--- config.mk ---
export PLATFORM = sky130hd
export DESIGN_NAME = prdec_grant
export DESIGN_NICKNAME = d
export VERILOG_FILES = /design/src/rtl/prdec_pkg.sv /design/src/rtl/prdec_onehot.sv /design/src/rtl/prdec_grant.sv
export SDC_FILE = /design/constraint.sdc
export NUM_CORES = 1
export LEC_CHECK = 0
export BUFFER_PORTS_ARGS = -buffer_cell sky130_fd_sc_hd__buf_2
export CAP_MARGIN = 0
export CORE_MARGIN = 3
export CORE_UTILIZATION = 40
export CTS_CLUSTER_DIAMETER = 150
export DETAILED_ROUTE_END_ITERATION = 10
export MAX_ROUTING_LAYER = met4
export PLACE_DENSITY = 0.62
export SLEW_MARGIN = 20
export SYNTH_ARGS = -nofsm -noshare
export SYNTH_HDL_FRONTEND = slang
export SYNTH_HIERARCHICAL = 1
export SYNTH_SLANG_ARGS = --single-unit
--- constraint.sdc ---
create_clock -name clk -period 2.9 [get_ports clk]
set_clock_uncertainty 0.1 [all_clocks]
set_input_delay 0.29 -clock clk [delete_from_list [all_inputs] [get_ports clk]]
set_output_delay 0.29 -clock clk [all_outputs]
set_load 0.01 [all_outputs]
--- src/rtl/prdec_pkg.sv ---
// prdec_pkg: shared state encoding, default sizes and index
// range check for the grant decoder.
package prdec_pkg;

    localparam int PRDEC_N_OUT    = 4;
    localparam int PRDEC_IDX_W    = 2;
    localparam int PRDEC_HOLD_MAX = 15;
    localparam int PRDEC_CNT_W    = 4;

    typedef enum logic [1:0] {
        IDLE   = 2'd0,
        GRANT  = 2'd1,
        EXPIRE = 2'd2
    } prdec_state_e;

    // True when an encoded index names an existing grant line.
    function automatic logic idx_in_range(
        input logic [31:0] idx,
        input logic [31:0] n_out
    );
        return idx < n_out;
    endfunction

endpackage

--- src/rtl/prdec_onehot.sv ---
// prdec_onehot: binary index to one-hot decoder.
// Out-of-range indices decode to all-zero and drop in_range.
module prdec_onehot
    import prdec_pkg::*;
#(
    parameter int N_OUT = PRDEC_N_OUT,
    parameter int IDX_W = PRDEC_IDX_W
) (
    input  logic [IDX_W-1:0] idx,
    output logic [N_OUT-1:0] onehot,
    output logic             in_range
);

    // Decode; the range gate keeps unused codes from
    // producing a stray grant.
    always_comb begin
        in_range = idx_in_range(32'(idx), 32'(N_OUT));
        onehot   = '0;
        for (int i = 0; i < N_OUT; i++) begin
            onehot[i] = in_range && (idx == IDX_W'(i));
        end
    end

endmodule

--- src/rtl/prdec_grant.sv ---
// prdec_grant: turns a winning encoded index into a held,
// registered one-hot grant released by ack or hold timeout.
module prdec_grant
    import prdec_pkg::*;
#(
    parameter int N_OUT    = PRDEC_N_OUT,
    parameter int IDX_W    = PRDEC_IDX_W,
    parameter int HOLD_MAX = PRDEC_HOLD_MAX,
    parameter int CNT_W    = PRDEC_CNT_W
) (
    input  logic             clk,
    input  logic             rst,
    input  logic             in_valid,
    input  logic [IDX_W-1:0] in_idx,
    output logic             in_ready,
    input  logic             ack,
    output logic [N_OUT-1:0] gnt,
    output logic             gnt_valid,
    output logic             timeout,
    output logic             err
);

    // Count value seen in the last permitted grant cycle.
    localparam logic [CNT_W-1:0] CNT_LAST = CNT_W'(HOLD_MAX - 1);

    prdec_state_e     state_q, state_d;
    logic [N_OUT-1:0] gnt_q, gnt_d;
    logic             gnt_valid_q, gnt_valid_d;
    logic             timeout_q, timeout_d;
    logic             err_q, err_d;
    logic [CNT_W-1:0] cnt_q, cnt_d;

    logic [N_OUT-1:0] dec_onehot;
    logic             dec_in_range;

    prdec_onehot #(
        .N_OUT (N_OUT),
        .IDX_W (IDX_W)
    ) u_onehot (
        .idx      (in_idx),
        .onehot   (dec_onehot),
        .in_range (dec_in_range)
    );

    // Next-state logic: accept in IDLE, hold in GRANT until
    // ack (which beats expiry) or the hold count runs out.
    always_comb begin
        state_d   = state_q;
        gnt_d     = gnt_q;
        cnt_d     = cnt_q;
        timeout_d = 1'b0;
        err_d     = 1'b0;
        unique case (state_q)
            IDLE: begin
                if (in_valid) begin
                    if (dec_in_range) begin
                        state_d = GRANT;
                        gnt_d   = dec_onehot;
                        cnt_d   = '0;
                    end else begin
                        err_d = 1'b1;
                    end
                end
            end
            GRANT: begin
                if (ack) begin
                    state_d = IDLE;
                    gnt_d   = '0;
                    cnt_d   = '0;
                end else if (cnt_q == CNT_LAST) begin
                    state_d   = EXPIRE;
                    gnt_d     = '0;
                    cnt_d     = '0;
                    timeout_d = 1'b1;
                end else begin
                    cnt_d = cnt_q + CNT_W'(1);
                end
            end
            EXPIRE: begin
                state_d = IDLE;
                gnt_d   = '0;
            end
            default: begin
                state_d = IDLE;
                gnt_d   = '0;
                cnt_d   = '0;
            end
        endcase
        gnt_valid_d = |gnt_d;
    end

    // State and registered outputs; reset drops any live
    // grant without raising timeout or err.
    always_ff @(posedge clk) begin
        if (rst) begin
            state_q     <= IDLE;
            gnt_q       <= '0;
            gnt_valid_q <= 1'b0;
            timeout_q   <= 1'b0;
            err_q       <= 1'b0;
            cnt_q       <= '0;
        end else begin
            state_q     <= state_d;
            gnt_q       <= gnt_d;
            gnt_valid_q <= gnt_valid_d;
            timeout_q   <= timeout_d;
            err_q       <= err_d;
            cnt_q       <= cnt_d;
        end
    end

    assign in_ready  = (state_q == IDLE);
    assign gnt       = gnt_q;
    assign gnt_valid = gnt_valid_q;
    assign timeout   = timeout_q;
    assign err       = err_q;

endmodule

==> metrics.md <==
| Metric | Value |
|---|---|
| HPWL Detailed | `866 um` |
| CTS tree | `built` |
| Tmin final | `around 1.6 ns` |
| Avg Inst Size Synth | `9.72 sq um` |
| Initial Utilization | `0.450` |
| Syn Std Cell Area | `a little over 600 sq um` |
| Most frequent cell after synthesis | `dfxtp_1` |
| FF+latch area | `roughly 260 sq um` |
| Fillers | `132` |
| Synth top cells by count | `13 x dfxtp_1, 10 x nor2_1, 4 x nor3_1` |
| Net Sw Power | `roughly 0.081 mW` |
| I/O Pins | `14` |
| Worst Path Max Fanout | `6` |
| Total number of vias | `a little under 500` |
| Status | `finished clean` |
| Clock latency on the worst-skew pair | `approximately 0.27 ns` |
| Vert. Die Dim | `45.4 um` |
| Min-delay worst type | `in -> reg` |
| Drt first-iter violations | `5` |
| Post-synthesis mux area share | `0.0362` |
| DP Worst Slack | `1.27 ns` |
| Fin cells | `93` |
| Number of port buffers | `13` |
| Slew @ Worst Pin | `0.507 ns` |
| Final setup TNS | `0 ns` |
| Async S/R FF share, synth | `0` |
| Syn Inst Count | `64` |
| CORE AREA | `1380 sq um` |
| Number of synthesized flops with an enable pin | `0` |
| Area occupied by multi-input gates | `between 300 and 400 sq um` |
| Final-report max-slew violation count | `0` |
| Area added between synthesis and finish | `14.1%` |
| Leak Pwr | `roughly 0.3 nW` |
| Final-report hold violation count | `0` |
| Required @ worst endpoint | `2.94 ns` |
| Met3 usage | `0.0711` |
| Yosys top cell area share | `0.419` |
| Maximum vdd drop | `a little under 0.0004 V` |
| RSZ-0062 raised after global routing | `no` |
| Synth top area cells | `dfxtp_1 42%, nor2_1 6.0%, o2bb2ai_4 4.4%, a22oi_2 4.0%, ha_1 4.0%` |
| Max_cap viols | `0` |
| Slew headroom | `0.659` |
| Global-route wire length before repair | `2100 um` |
| Synth warn | `6` |
| Total GRT Usage | `0.150` |
| Met2 GRT Util | `0.223` |
| Compound-Gate Fraction of Synth Area | `0.207` |
| DR WL/cell | `12.9 um` |
| Flop pwr share | `0.555` |
| CP Capture Type | `register` |
| Comb power frac | `0.119` |
| Routed Wire Length | `1200 um` |
| Cts bufs inserted | `3` |
| Top Usage Layer GRT | `met2` |
| Post-synthesis adder-cell area fraction | `0.0402` |
| ANT nets after route | `0` |
| Synth Net Count | `72` |
| Finished Core Util | `0.513` |
| Grt met1 use | `0.181` |
| XOR/XNOR share of the synthesized area | `0` |
| Layout cell share with drive strength beyond 1 | `0.295` |
| Die ar. | `2060 sq um` |
| CTS resizes | `0` |
| Fmax | `0.608 GHz` |
| Register area share after synthesis | `0.419` |
| Largest family of logic cells by synthesized area | `simple AND/OR/NAND/NOR gates` |
| Final Net Count | `87` |
| DR DRC count | `0` |
| Number of vias per cell | `~5.2` |
| Setup Buffers After CTS | `0` |
| Fin Hold WS | `0.246 ns` |
| Period utilization | `0.568` |
| Pint | `0.254 mW` |
| Clk pin slew, worst setup/hold paths | `~0.080 ns` |
| PnR worst setup slack | `roughly 1.3 ns` |
| Total grt overflow | `0` |
| Inst Count DP | `approximately 90` |
| # clock sinks | `13` |
| Routability Congestion | `0.735` |
| Critical path type | `reg -> reg` |
| Distinct cells, synth | `29` |
| Pre-Repair DR Iteration Count | `4` |
| Root Driver | `clkbuf_4` |
| CP startpoint kind | `register` |
| Initial antenna violation count | `0` |
| H-tree depth | `1` |
| Site Rows | `13` |
| Simple-Gate Fraction of Synth Area | `0.243` |
| Clock tree buffer depth | `2` |
| Worst path arrival time | `about 1.7 ns` |
| #FFs+latches synth | `13` |
| Post-synth top area cell | `dfxtp_1` |
| Clock share of power | `0.327` |
| Synth Flop Type | `dfxtp_1` |
| Final setup violation count | `0` |
| Vias in the first global route | `462` |
| Switching fraction of total power | `0.242` |
| # diodes | `0` |
| Pwr dens | `roughly 470 nW/um^2` |
| Pin count of the biggest net entering global routing | `14` |
| # hold bufs at CTS | `0` |
| Die X | `45.4 um` |
==> path summary, 6_finish.rpt <==
kind | cells after the start | slack [ns] | start | endpoint
setup / recovery | 6 | 1.25 | cnt_q[0] | gnt_valid
hold / removal | 2 | 0.25 | rst | state_q[0]
setup reg to reg | 6 | 1.25 | cnt_q[0] | gnt_valid
hold reg to reg | 2 | 0.40 | cnt_q[0] | cnt_q[0]
==> cells in the final DEF, fill, tap and decap left out, types with 2 or more instances in the layout <==
cell type  synthesis  routed
a21oi_1            3       3
a22oi_1            2       2
a22oi_2            2       2
and3_1             2       2
buf_2              0      13
clkbuf_4           0       3
dfxtp_1           13      13
ha_1               2       2
inv_1              2       2
mux2_1             2       2
nand2_1            3       3
nor2_1            10      10
nor3_1             4       4
nor3b_1            2       2
==> logic make-up (layout without fill, tap and decap cells) <==
group,after synthesis,after routing
AOI/OAI and AO/OA,13,13
adders and majority gates,2,2
buffers and inverters,5,19
DFF,13,13
muxes,2,2
other,1,1
and+or+nand+nor,28,28
==> routing by layer <==
layer | vias up | wire length, um
met5 | - | 0
met4 | 0 | 13
met3 | 2 | 80
met2 | 13 | 580
met1 | 220 | 528
li1 | 250 | -
==> state kept, by name, summed over array words and instances, names as in the netlist <==
signal / count
cnt_q: 4
gnt: 4
state_q: 2
err: 1
gnt_valid: 1
timeout: 1
==> final cells by class <==
| type | count | area share |
|---|---|---|
| Sequential cell | 13 | 0.367 |
| Multi-Input combinational cell | 46 | 0.467 |
| Timing Repair Buffer | 13 | 0.0917 |
| Clock buffer | 4 | 0.0370 |
| Tap cell | 15 | 0.0265 |
| Inverter | 2 | 0.0106 |
==> worst max-delay path, stage by stage (launching register included) <==
cell and delay, ns:
dfxtp_1 0.34, inv_1 0.08, ha_1 0.14, and3_1 0.34
nor2_4 0.10, a22oi_1 0.27, a41oi_2 0.14
==> power groups by stage <==
| stage | clock (mW) | sequential (mW) | combinational, mW |
|---|---|---|---|
| after global routing | 0.128 | 0.186 | 0.0444 |
| after detailed placement | 0 | 0.190 | 0.0398 |
| after global placement | 0 | 0.190 | 0.0395 |
| after CTS | 0.115 | 0.186 | 0.0400 |
| after floorplan | 0 | 0.191 | 0.0272 |
| final | 0.109 | 0.186 | 0.0397 |
==> metrics by stage <==
| step | power, mW | instance area, sq um |
|---|---|---|
| 5_1_grt | 0.359 | 709 |
| 4_1_cts | 0.341 | 709 |
| 3_3_place_gp | 0.229 | 683 |
| 6_report | 0.335 | 709 |
| 3_5_place_dp | 0.230 | 683 |
| 2_1_floorplan | 0.219 | 622 |
(Power assumes the default switching activity.)
